**src/rtl/alu_arbiter_if.sv**
```systemverilog
// alu_arbiter_if
//   Request/response bundle between the two ALU requesters (pipeline issue
//   logic = requester 0, address/branch unit = requester 1), the response
//   consumer, and the alu_arbiter.
//
//   Request side  : req_valid[1:0], req_ready[1:0], per-requester opcode,
//                   operand a, register operand b, immediate, and alu_src bit.
//   Response side : resp_valid/resp_ready handshake with resp_id, resp_result
//                   and resp_zero.
//
//   modport master : requesters + response consumer
//   modport slave  : the arbiter
interface alu_arbiter_if #(
  parameter int DATA_WIDTH = 32
);
  logic [1:0]            req_valid;
  logic [1:0]            req_ready;
  logic [2:0]            req_op0;
  logic [2:0]            req_op1;
  logic [DATA_WIDTH-1:0] req_a0;
  logic [DATA_WIDTH-1:0] req_a1;
  logic [DATA_WIDTH-1:0] req_b0;
  logic [DATA_WIDTH-1:0] req_b1;
  logic [DATA_WIDTH-1:0] req_imm0;
  logic [DATA_WIDTH-1:0] req_imm1;
  logic [1:0]            req_alu_src;

  logic                  resp_valid;
  logic                  resp_ready;
  logic                  resp_id;
  logic [DATA_WIDTH-1:0] resp_result;
  logic                  resp_zero;

  modport master (
    output req_valid, req_op0, req_op1, req_a0, req_a1, req_b0, req_b1,
           req_imm0, req_imm1, req_alu_src, resp_ready,
    input  req_ready, resp_valid, resp_id, resp_result, resp_zero
  );

  modport slave (
    input  req_valid, req_op0, req_op1, req_a0, req_a1, req_b0, req_b1,
           req_imm0, req_imm1, req_alu_src, resp_ready,
    output req_ready, resp_valid, resp_id, resp_result, resp_zero
  );
endinterface

```
**src/rtl/alu_arbiter.sv**
```systemverilog
// alu_arbiter
//   Two-requester round-robin arbiter and sequencer for the shared
//   execute-stage ALU. One operation is in flight at a time:
//     IDLE : grant one valid requester (tie -> the one not served last),
//            latch its payload into the operand registers.
//     EXEC : operand registers drive the ALU; its combinational result and
//            zero flag are captured at the end of the cycle.
//     RESP : captured response held on resp_* until resp_ready.
//   Peak throughput is one operation every three cycles.
//
//   Ports
//     clk, rst        : clock (rising edge), synchronous active-high reset
//     bus (slave)     : request/response bundle, see alu_arbiter_if
//     alu_reg_data1   : operand a to the ALU
//     alu_reg_data2   : register operand b to the ALU
//     alu_imm         : immediate to the ALU
//     alu_alu_src     : 1 -> ALU uses alu_imm as second operand
//     alu_op          : 3-bit ALU opcode (passed through unchanged)
//     alu_result      : combinational ALU result
//     alu_zero        : combinational ALU zero flag
module alu_arbiter #(
  parameter int DATA_WIDTH = 32
) (
  input  logic                  clk,
  input  logic                  rst,
  alu_arbiter_if.slave          bus,
  output logic [DATA_WIDTH-1:0] alu_reg_data1,
  output logic [DATA_WIDTH-1:0] alu_reg_data2,
  output logic [DATA_WIDTH-1:0] alu_imm,
  output logic                  alu_alu_src,
  output logic [2:0]            alu_op,
  input  logic [DATA_WIDTH-1:0] alu_result,
  input  logic                  alu_zero
);

  typedef enum logic [1:0] {
    IDLE = 2'd0,
    EXEC = 2'd1,
    RESP = 2'd2
  } state_t;

  state_t state_q;
  state_t state_d;

  // Requester served most recently; reset to 1 so requester 0 wins the
  // first tie.
  logic last_q;

  logic grant_vld;
  logic grant_id;
  logic accept;

  // Payload of the granted requester, selected ahead of the operand registers.
  logic [2:0]            op_sel;
  logic [DATA_WIDTH-1:0] a_sel;
  logic [DATA_WIDTH-1:0] b_sel;
  logic [DATA_WIDTH-1:0] imm_sel;
  logic                  src_sel;

  // Operand registers (stage 0) and captured response (stage 1).
  logic [2:0]            op_p0;
  logic [DATA_WIDTH-1:0] a_p0;
  logic [DATA_WIDTH-1:0] b_p0;
  logic [DATA_WIDTH-1:0] imm_p0;
  logic                  src_p0;
  logic                  id_p0;
  logic [DATA_WIDTH-1:0] result_p1;
  logic                  zero_p1;

  // ------------------------------------------------------------------
  // Control: grant, handshake and next state
  // ------------------------------------------------------------------
  // req_ready depends only on state, last_q, req_valid (and rst), never on
  // resp_ready or the ALU outputs.
  always_comb begin
    state_d       = state_q;
    grant_vld     = 1'b0;
    grant_id      = 1'b0;
    accept        = 1'b0;
    bus.req_ready = 2'b00;

    unique case (state_q)
      IDLE: begin
        unique case (bus.req_valid)
          2'b01: begin
            grant_vld = 1'b1;
            grant_id  = 1'b0;
          end
          2'b10: begin
            grant_vld = 1'b1;
            grant_id  = 1'b1;
          end
          2'b11: begin
            grant_vld = 1'b1;
            grant_id  = ~last_q;
          end
          default: begin
            grant_vld = 1'b0;
            grant_id  = 1'b0;
          end
        endcase

        if (grant_vld && !rst) begin
          bus.req_ready = grant_id ? 2'b10 : 2'b01;
          accept        = 1'b1;
          state_d       = EXEC;
        end
      end

      EXEC: begin
        state_d = RESP;
      end

      RESP: begin
        if (bus.resp_ready) begin
          state_d = IDLE;
        end
      end

      default: begin
        state_d = IDLE;
      end
    endcase
  end

  always_ff @(posedge clk) begin
    if (rst) begin
      state_q <= IDLE;
      last_q  <= 1'b1;
    end else begin
      state_q <= state_d;
      if (accept) begin
        last_q <= grant_id;
      end
    end
  end

  always_comb begin
    op_sel  = grant_id ? bus.req_op1  : bus.req_op0;
    a_sel   = grant_id ? bus.req_a1   : bus.req_a0;
    b_sel   = grant_id ? bus.req_b1   : bus.req_b0;
    imm_sel = grant_id ? bus.req_imm1 : bus.req_imm0;
    src_sel = bus.req_alu_src[grant_id];
  end

  // ------------------------------------------------------------------
  // Stage 0: operand registers, loaded on accept
  // ------------------------------------------------------------------
  always_ff @(posedge clk) begin
    if (rst) begin
      op_p0  <= 3'b000;
      a_p0   <= '0;
      b_p0   <= '0;
      imm_p0 <= '0;
      src_p0 <= 1'b0;
      id_p0  <= 1'b0;
    end else if (accept) begin
      op_p0  <= op_sel;
      a_p0   <= a_sel;
      b_p0   <= b_sel;
      imm_p0 <= imm_sel;
      src_p0 <= src_sel;
      id_p0  <= grant_id;
    end
  end

  // The ALU always sees the operand registers, so its inputs hold their last
  // values outside EXEC and only the EXEC-cycle result is ever captured.
  assign alu_op        = op_p0;
  assign alu_reg_data1 = a_p0;
  assign alu_reg_data2 = b_p0;
  assign alu_imm       = imm_p0;
  assign alu_alu_src   = src_p0;

  // ------------------------------------------------------------------
  // Stage 1: response capture at the end of EXEC
  // ------------------------------------------------------------------
  always_ff @(posedge clk) begin
    if (rst) begin
      result_p1 <= '0;
      zero_p1   <= 1'b0;
    end else if (state_q == EXEC) begin
      result_p1 <= alu_result;
      zero_p1   <= alu_zero;
    end
  end

  assign bus.resp_valid  = (state_q == RESP);
  assign bus.resp_id     = id_p0;
  assign bus.resp_result = result_p1;
  assign bus.resp_zero   = zero_p1;

endmodule

```
**src/flat_wrapper.sv**
```systemverilog
// flat-port wrapper written by rule: the top's interface ports become plain ports
module alu_arbiter_flat 
#(
  parameter int DATA_WIDTH = 32
)
  (clk, rst, alu_reg_data1, alu_reg_data2, alu_imm, alu_alu_src, alu_op, alu_result, alu_zero, bus_req_valid, bus_req_op0, bus_req_op1, bus_req_a0, bus_req_a1, bus_req_b0, bus_req_b1, bus_req_imm0, bus_req_imm1, bus_req_alu_src, bus_resp_ready, bus_req_ready, bus_resp_valid, bus_resp_id, bus_resp_result, bus_resp_zero);
  alu_arbiter_if #(.DATA_WIDTH(DATA_WIDTH)) bus_i ();
  input  logic clk;
  input  logic rst;
  output logic [DATA_WIDTH-1:0] alu_reg_data1;
  output logic [DATA_WIDTH-1:0] alu_reg_data2;
  output logic [DATA_WIDTH-1:0] alu_imm;
  output logic alu_alu_src;
  output logic [2:0] alu_op;
  input  logic [DATA_WIDTH-1:0] alu_result;
  input  logic alu_zero;
  input wire logic [$bits(bus_i.req_valid)-1:0] bus_req_valid;
  input wire logic [$bits(bus_i.req_op0)-1:0] bus_req_op0;
  input wire logic [$bits(bus_i.req_op1)-1:0] bus_req_op1;
  input wire logic [$bits(bus_i.req_a0)-1:0] bus_req_a0;
  input wire logic [$bits(bus_i.req_a1)-1:0] bus_req_a1;
  input wire logic [$bits(bus_i.req_b0)-1:0] bus_req_b0;
  input wire logic [$bits(bus_i.req_b1)-1:0] bus_req_b1;
  input wire logic [$bits(bus_i.req_imm0)-1:0] bus_req_imm0;
  input wire logic [$bits(bus_i.req_imm1)-1:0] bus_req_imm1;
  input wire logic [$bits(bus_i.req_alu_src)-1:0] bus_req_alu_src;
  input wire logic [$bits(bus_i.resp_ready)-1:0] bus_resp_ready;
  output wire logic [$bits(bus_i.req_ready)-1:0] bus_req_ready;
  output wire logic [$bits(bus_i.resp_valid)-1:0] bus_resp_valid;
  output wire logic [$bits(bus_i.resp_id)-1:0] bus_resp_id;
  output wire logic [$bits(bus_i.resp_result)-1:0] bus_resp_result;
  output wire logic [$bits(bus_i.resp_zero)-1:0] bus_resp_zero;
  assign bus_i.req_valid = bus_req_valid;
  assign bus_i.req_op0 = bus_req_op0;
  assign bus_i.req_op1 = bus_req_op1;
  assign bus_i.req_a0 = bus_req_a0;
  assign bus_i.req_a1 = bus_req_a1;
  assign bus_i.req_b0 = bus_req_b0;
  assign bus_i.req_b1 = bus_req_b1;
  assign bus_i.req_imm0 = bus_req_imm0;
  assign bus_i.req_imm1 = bus_req_imm1;
  assign bus_i.req_alu_src = bus_req_alu_src;
  assign bus_i.resp_ready = bus_resp_ready;
  assign bus_req_ready = bus_i.req_ready;
  assign bus_resp_valid = bus_i.resp_valid;
  assign bus_resp_id = bus_i.resp_id;
  assign bus_resp_result = bus_i.resp_result;
  assign bus_resp_zero = bus_i.resp_zero;
  alu_arbiter #(.DATA_WIDTH(DATA_WIDTH)) u_core (.clk(clk), .rst(rst), .bus(bus_i), .alu_reg_data1(alu_reg_data1), .alu_reg_data2(alu_reg_data2), .alu_imm(alu_imm), .alu_alu_src(alu_alu_src), .alu_op(alu_op), .alu_result(alu_result), .alu_zero(alu_zero));
endmodule
```
**config.mk**
```make
export PLATFORM = sky130hd
export DESIGN_NAME = alu_arbiter_flat
export DESIGN_NICKNAME = d
export VERILOG_FILES = /design/src/rtl/alu_arbiter_if.sv /design/src/rtl/alu_arbiter.sv /design/src/flat_wrapper.sv
export SDC_FILE = /design/constraint.sdc
export NUM_CORES = 1
export LEC_CHECK = 0
export ABC_AREA = 1
export CORE_AREA = 4 4 143 145
export CTS_CLUSTER_DIAMETER = 200
export CTS_CLUSTER_SIZE = 12
export DETAILED_ROUTE_END_ITERATION = 10
export DIE_AREA = 0 0 147 149
export PLACE_DENSITY = 0.74
export SLEW_MARGIN = 20
export SYNTH_ARGS = -nofsm -noshare
export SYNTH_HDL_FRONTEND = slang
export SYNTH_SLANG_ARGS = --single-unit
```
**constraint.sdc**
```tcl
create_clock -name clk -period 3.1 [get_ports clk]
set_input_delay 0.775 -clock clk [delete_from_list [all_inputs] [get_ports clk]]
set_output_delay 0.775 -clock clk [all_outputs]
set_load 0.03 [all_outputs]
```
==> results of run 1 <==
flip-flops by register name (all words and copies together) (netlist names), 2 cells and up:
name,count
u_core.alu_reg_data2,32
u_core.bus.resp_result,32
u_core.alu_reg_data1,32
u_core.alu_op,3
u_core.alu_imm,32
u_core.state_q,2
worst max-delay path, cell delays in order:
cell             delay [ns]
clkdlybuf4s50_1        0.58
o21ai_2                0.10
nor2_4                 0.16
clkinv_2               0.10
a21oi_1                0.12
buf_4                  0.19
how the worst max path moves through the flow:
stage | startpoint | to | slack, ns | cells past startpoint
CTS | bus_req_valid[0] | bus_req_ready[0] | 0.29 | 6
global placement | bus_req_valid[0] | bus_req_ready[0] | 0.36 | 6
floorplan | rst | bus_req_ready[0] | 0.31 | 8
detailed placement | bus_req_valid[0] | bus_req_ready[0] | 0.32 | 6
finish | bus_req_valid[0] | bus_req_ready[0] | 0.29 | 6
global route | bus_req_valid[0] | bus_req_ready[0] | 0.20 | 6
stage by stage:
stage | power, mW | cells | hold slack [ns] | worst slack (ns)
final | 5.63 | 1644 | 0.460 | 0.294
after global routing | 5.92 | 1644 | 0.476 | 0.199
after CTS | 5.69 | 1644 | 0.465 | 0.293
after detailed placement | 3.74 | 1612 | 0.455 | 0.321
after global placement | 3.72 | 1612 | 0.450 | 0.363
after floorplan | 2.95 | 1042 | 0.429 | 0.311
cell type report:
cell class / count / area (µm²)
Fill cell: 1820 / 8100
Timing Repair Buffer: 388 / 3860
Multi-Input combinational cell: 630 / 2890
Sequential cell: 137 / 2740
Inverter: 192 / 722
Clock buffer: 20 / 447
Tap cell: 265 / 332
Clock inverter: 12 / 115
cell usage in the layout, fill, tap and decap left out:
cell type,n
a21oi_1,87
buf_12,2
buf_2,2
buf_4,14
bufinv_16,1
clkbuf_1,2
clkbuf_16,17
clkbuf_8,1
clkdlybuf4s50_1,370
clkinv_2,3
clkinv_4,3
clkinvlp_4,3
dfxtp_1,137
inv_1,187
inv_2,4
inv_6,3
nand2_1,253
nand2_4,1
nand3_1,101
nand3_4,1
nand4_1,84
nor2_1,67
nor2_4,2
o21ai_0,33
o21ai_2,1
kinds of logic after synthesis:
family	Yosys count	share of synthesized area
buf+inv	275	0.167
flops	137	0.407
simple gates	509	0.336
compound gates	121	0.0904
metal layers:
| layer | vias to the layer above | wire, µm | GRT usage |
|---|---|---|---|
| met5 | - | 0 | 0 |
| met4 | 0 | 694 | 0.0741 |
| met3 | 43 | 2740 | 0.0878 |
| met2 | 339 | 12200 | 0.377 |
| met1 | 3498 | 9790 | 0.257 |
| li1 | 3916 | - | - |
where the power goes:
part           leakage [nW]  switching [mW]  internal [mW]
Sequential             1.13          0.0854           1.93
Clock                 0.267           0.810           1.13
Combinational          3.59           0.938          0.738
==> results.cfg, run 1 <==
[finish]
area_delta_synth_final_pct = 64.9
fin_area_um2 = 11100
diodes = 0
finish.utilization = 0.578
layout-drive-gt1-share = 0.0421
nets = 1604

[timing]
hold_viol_final = 0
period_share = 0.905
setup-violations-final = 0
fin_worst_skew_ns = 0.0104
slew_violations = 0
rsz0062_at_grt = no
fin_crit_ns = 2.81
tightest_slew_ns = 1.02
fmax_ghz = 0.356
fin_tns_setup_ns = 0
max_slew_margin = 0.316

[floorplan]
ioPinCount = 375
core_area_um2 = 19200
fp.dieW_um = 147
die_h_um = 149
rows = 51
start_util = 0.351
dieArea_um2 = 21900

[route]
drt_iter0_drc = 391
ant_nets = 0
wl_per_cell_um = 15.5
viasPerCell = 4.74
drt-total-wl_mm = 25.4
drcViolationCount = 0
vias = 7796
dr.pass1.iters = 5

[placement]
globalplace.congestion = 0.842
dp_hpwl_mm = 17.7
port_buffers = 374
place_area_um2 = 10500

[yosys]
synth_most_common_cell = nand2_1
synth_top_area_share = 0.407
syn-num-nets = 1280
synth_flop_cell = dfxtp_1
synth_area_per_cell_um2 = 6.47
yosysUniqueCellTypes = 14
synth_area_um2 = 6740
seq_area_frac_synth = 0.407
ys_ff_latch = 137
syn-instance-count = 1042
synth_edf_count = 0
synth_top_area_cell = dfxtp_1
synthTopCellsByCount = nand2_1 (254), inv_1 (187), dfxtp_1 (137)
ys_top_cells_by_area = dfxtp_1 (41%), nand2_1 (14%), inv_1 (10%)
yosysWarnings = 0
async_reset_ff_frac = 0

[grt]
grt_overflow_total = 0
track_usage = 0.222
grt_max_degree = 103
grt_pass1_vias = 7263
grt_pass1_wl_mm = 39.0
grt_antenna_before_repair = 0

[clocking]
cts_hold_buf = 0
clk_latency_ns = 0.42
clock_path_buffers = 2
post_cts.repair.setup_buffers = 0
cts_tree = built
clk_pin_slew_ns = 0.05
numCtsBuffers = 17
cts_resized = 0
cts.sinks = 137
ctsHtreeMaxLevel = 4
cts-root-buf = clkbuf_16

[status]
status = completed

[critical_path]
worstPathRequired_ns = 2.32
cp_max_fo = 5
r2r_slack_ns = 1.23
rr_endpoint = u_core.alu_reg_data1[20]$_SDFFE_PP0P_
r2r_start = u_core.state_q[1]$_SDFFE_PP0P_
worstSetupPathType = in2out
crit_arrival_ns = 2.03
reg2reg_depth = 5
crit_path_end_kind = output port
setup.worst_path.start_class = input port

[hold_path]
whs_path_depth = 2
hold_class = reg2reg
hold_end = u_core.bus.resp_id$_SDFFE_PP0P_
min_from = u_core.bus.resp_id$_SDFFE_PP0P_

[flow_run]
drv_cap = 0

[power]
powerDensity_nw_per_um2 = 507
ir_drop_v = 0.000356
p_leak_nw = 4.98
Power figures use the tool's default switching activity.
==> inputs of run 2 (changes only) <==
Settings changed: CTS_CLUSTER_DIAMETER 200 to 150, DONT_BUFFER_PORTS set to 1, GPL_ROUTABILITY_DRIVEN set to 1, PLACE_DENSITY 0.74 to unset.
==> run 2 against run 1 <==
Net effect: register-to-register slack got worse by 0.25 ns; sequential share of layout area rose by 13 points; final cell count down 23%; fmax is 11% higher; combinational power down 60%; non-clock buffer count shrank 377; via count shrank 19%; total power decreased by 9.0%; worst setup slack gained 0.28 ns; largest cell class is now multi-input combinational cells; global-route usage is 4.0 points lower; critical endpoint is now bus_req_ready[1]; highest routed layer unchanged; worst hold slack lost 0.0061 ns.
==> results.cfg, run 2 (same netlist as run 1, synthesis figures left out) <==
[floorplan]
dieArea_um2 = 21900
start_util = 0.351
rows = 51
fp.dieW_um = 147
core_area_um2 = 19200
ioPinCount = 375
die_h_um = 149

[clocking]
clock_path_buffers = 2
cts_hold_buf = 0
cts-root-buf = clkbuf_16
post_cts.repair.setup_buffers = 0
cts.sinks = 137
clk_pin_slew_ns = 0.06
clk_latency_ns = 0.40
numCtsBuffers = 17
cts_tree = built
ctsHtreeMaxLevel = 4
cts_resized = 0

[hold_path]
whs_path_depth = 1
hold_end = u_core.alu_reg_data1[29]$_SDFFE_PP0P_
hold_class = in2reg
min_from = rst

[critical_path]
crit_family = simple AND/OR/NAND/NOR gates
max_stage_delay_ns = 0.23
crit_path_end_kind = output port
reg2reg_depth = 6
cp_cell_sequence = nand2_4 > nand3_4 > inv_2 > nand2_1 > inv_1 > buf_4
r2r_start = u_core.last_q$_SDFFE_PP1P_
worstSetupPathType = in2out
crit_slowest_cell = nand2_4
worstPathRequired_ns = 2.32
r2r_slack_ns = 0.98
rr_endpoint = u_core.alu_imm[31]$_SDFFE_PP0P_
critPathBufInv = 3
setup.worst_path.start_class = input port
crit_arrival_ns = 1.75
cp_max_fo = 25

[timing]
slew_violations = 0
hold_viol_final = 0
period_share = 0.814
fin_tns_setup_ns = 0
rsz0062_at_grt = no
fmax_ghz = 0.396
tightest_slew_ns = 1.13
fin_worst_skew_ns = 0.00763
max_slew_margin = 0.244
fin_crit_ns = 2.52
setup-violations-final = 0

[route]
drcViolationCount = 0
dr.pass1.iters = 6
ant_nets = 0
vias = 6333
drt_iter0_drc = 340
viasPerCell = 5.00
wl_per_cell_um = 16.7
drt-total-wl_mm = 21.1

[placement]
port_buffers = 0
dp_hpwl_mm = 14.3
globalplace.congestion = 0.804

[flow_run]
drv_cap = 0

[power]
powerDensity_nw_per_um2 = 695
p_leak_nw = 3.56
ir_drop_v = 0.000361

[grt]
track_usage = 0.182
grt_overflow_total = 0
grt_pass1_wl_mm = 32.3
grt_antenna_before_repair = 0
grt_pass1_vias = 5900
grt_max_degree = 101

[finish]
nets = 1227
mostFrequentLayoutCell = nand2_1
area_delta_synth_final_pct = 9.45
layout-drive-gt1-share = 0.0529
diodes = 0
finish.utilization = 0.384
layout_common_cells = nand2_1 (253), inv_1 (187), dfxtp_1 (137)

[status]
status = completed
==> run 2: cell types whose count changed in the layout (fill, tap and decap cells not counted), sizes merged <==
cell / delta
buf: -7
bufinv: +1
inv: +6
clkinv: -4
clkdlybuf4s50: -370
clkbuf: -3
==> run 2: layer usage <==
layer	track usage	up-vias	wire length, µm
met1	0.215	2894	8720
li1	-	3165	-
met4	0.0447	0	267
met5	0	-	0
met3	0.0787	17	2010
met2	0.305	257	10100
==> run 2: through the flow <==
| stage | worst slack [ns] | instance area (µm²) | cells | total power, mW | hold slack, ns |
|---|---|---|---|---|---|
| CTS | 0.542 | 7370 | 1267 | 5.20 | 0.412 |
| floorplan | 0.311 | 6740 | 1042 | 2.95 | 0.429 |
| global placement | 0.560 | 6770 | 1235 | 3.08 | 0.515 |
| finish | 0.578 | 7370 | 1267 | 5.12 | 0.454 |
| global route | 0.445 | 7370 | 1267 | 5.39 | 0.420 |
| detailed placement | 0.566 | 6770 | 1235 | 3.09 | 0.518 |
==> run 2: area by class of cell <==
cell class / count / area [µm²]
timing repair buffer: 11 / 82.6
multi-input combinational: 630 / 2890
clock inverter: 15 / 178
sequential: 137 / 2740
fill: 2123 / 11800
tap: 265 / 332
inverter: 192 / 722
clock buffer: 17 / 425
==> run 2: worst max-delay path by stage <==
stage | start | end | slack [ns] | depth (start not counted)
6_report | bus_req_valid[0] | bus_req_ready[1] | 0.58 | 6
5_1_grt | u_core.last_q$_SDFFE_PP1P_ | bus_req_ready[1] | 0.45 | 6
4_1_cts | u_core.last_q$_SDFFE_PP1P_ | bus_req_ready[1] | 0.54 | 6
3_5_place_dp | bus_req_valid[0] | bus_req_ready[1] | 0.57 | 6
3_3_place_gp | bus_req_valid[0] | bus_req_ready[1] | 0.56 | 6
2_1_floorplan | rst | bus_req_ready[0] | 0.31 | 8
==> run 2: power breakdown <==
group | leakage, nW | internal, mW | total [mW] | switching (mW)
combinational | 2.15 | 0.220 | 0.667 | 0.448
sequential | 1.13 | 1.93 | 2.37 | 0.445
clock | 0.288 | 1.22 | 2.08 | 0.865
==> inputs of run 3 (changes only) <==
Clock period 3.1 ns to 2.5 ns, I/O delays scaled along.
==> run 3 against run 2 <==
Net effect: die area unchanged; non-clock buffer count is 3 higher; utilization about the same; wire length is 2.0% lower; register-to-register slack got worse by 0.31 ns; critical path type is now reg2out; highest routed layer unchanged.
==> results.cfg, run 3 (same netlist as run 1, synthesis figures left out) <==
[floorplan]
fp.dieW_um = 147
core_area_um2 = 19200
dieArea_um2 = 21900
ioPinCount = 375
rows = 51
die_h_um = 149
start_util = 0.351

[finish]
area_delta_synth_final_pct = 9.42
mostFrequentLayoutCell = nand2_1
diodes = 0
nFillCells = 2118
nets = 1230
layout_common_cells = nand2_1 (253), inv_1 (187), dfxtp_1 (137)
layout-drive-gt1-share = 0.0557
finish.utilization = 0.384

[critical_path]
crit_path_end_kind = output port
cp_cell_sequence = nor2_4 > inv_2 > nor2_4 > clkinv_2 > a21oi_1 > buf_4
worstPathRequired_ns = 1.88
max_stage_delay_ns = 0.34
startpoint = u_core.state_q[1]$_SDFFE_PP0P_
r2r_start = u_core.state_q[1]$_SDFFE_PP0P_
crit_top_cell = nor2_4
cp_max_fo = 4
worstSetupPathType = reg2out
crit_slowest_cell = dfxtp_1
setup.worst_path.start_class = register
crit_arrival_ns = 1.56

[route]
ant_nets = 0
top_layer = met4
drt-total-wl_mm = 20.7
wl_per_cell_um = 16.3
dr.pass1.iters = 4
drt_iter0_drc = 343
dr_wl_met3_mm = 2.25
viasPerCell = 5.00
drt-met1-wl_mm = 8.37
drcViolationCount = 0
wl_met2_mm = 9.69
vias = 6345

[clocking]
cts_tree = built
clk_pin_slew_ns = 0.07
ctsHtreeMaxLevel = 4
cts_resized = 0
cts_hold_buf = 0
numCtsBuffers = 17
cts-root-buf = clkbuf_16
clk_latency_ns = 0.41
post_cts.repair.setup_buffers = 0
clock_path_buffers = 2
cts.sinks = 137

[timing]
hold_viol_final = 0
fmax_ghz = 0.459
fin_tns_setup_ns = 0
fin_crit_ns = 2.18
slew_violations = 0
setup-violations-final = 0
period_share = 0.872
fin_worst_skew_ns = 0.00974
max_slew_margin = 0.387
rsz0062_at_grt = no
tightest_slew_ns = 0.920
layout_setup_ws_ns = 0.319

[power]
p_leak_nw = 3.57
intPower_mw = 3.98
seq_power_share = 0.479
p_switching_mw = 2.16
combPwrFrac = 0.136
clkPwrFrac = 0.384
powerDensity_nw_per_um2 = 833
ir_drop_v = 0.000398
power_switching_share = 0.352

[placement]
post-place-ws_ns = 0.527
dp_hpwl_mm = 14.2
port_buffers = 0
globalplace.congestion = 0.817

[flow_run]
drv_cap = 0

[hold_path]
min_from = rst
hold_class = in2reg

[grt]
grt_pass1_wl_mm = 32.4
grt_max_degree = 103
track_usage = 0.183
grt_antenna_before_repair = 0
grt_pass1_vias = 6077
grt_overflow_total = 0

[status]
status = completed
run 3: cell types whose count changed in the layout (fill, tap and decap cells not counted), sizes merged:
cell,previous run,this run
clkinv,2,3
buf,11,14
inv,200,201
bufinv,2,0
run 3: worst paths after layout:
path                                                        endpoint  slack, ns  depth (start not counted)
worst max-delay path                                bus_req_ready[0]       0.32                          6
worst min-delay path                   u_core.alu_op[2]$_SDFFE_PP0P_       0.30                          1
worst max register to register  u_core.alu_reg_data2[8]$_SDFFE_PP0P_       0.67                          5
worst min register to register            u_core.last_q$_SDFFE_PP1P_       0.51                          2
run 3: per-layer routing:
| metal | global-route usage | vias to the layer above |
|---|---|---|
| li1 | - | 3175 |
| met1 | 0.219 | 2850 |
| met2 | 0.300 | 295 |
| met3 | 0.0769 | 25 |
| met4 | 0.0578 | 0 |
| met5 | 0 | - |
run 3: power groups by stage:
stage	clock [mW]	combinational, mW	sequential (mW)
after detailed placement	0	0.842	3.00
after CTS	2.45	0.846	2.95
after floorplan	0	0.732	2.93
after global placement	0	0.831	3.00
final	2.36	0.836	2.94
after global routing	2.54	0.974	2.97
run 3: stage by stage:
stage                     cell area [µm²]  power [mW]  hold WS (ns)  cells
final                                7370        6.14         0.302   1270
after global routing                 7370        6.48         0.261   1270
after CTS                            7370        6.24         0.258   1270
after detailed placement             6820        3.84         0.498   1238
after global placement               6820        3.83         0.495   1238
after floorplan                      6740        3.66         0.429   1042
run 3: critical path: cells and delay by family, from the launching register on:
family / cells / cell delay (ns)
AO/OA/AOI/OAI: 1 / 0.15
AND/OR/NAND/NOR: 2 / 0.30
buffers and inverters: 3 / 0.35
flip-flops: 1 / 0.34
run 3: cell type report:
class | instances | area (µm²) | area share
clock buffers | 17 | 425 | 0.0577
flip-flops and latches | 137 | 2740 | 0.372
well taps | 265 | 332 | 0.0450
multi-input cells | 630 | 2890 | 0.392
repair buffers | 14 | 130 | 0.0177
clock inverters | 15 | 128 | 0.0173
inverters | 192 | 722 | 0.0979
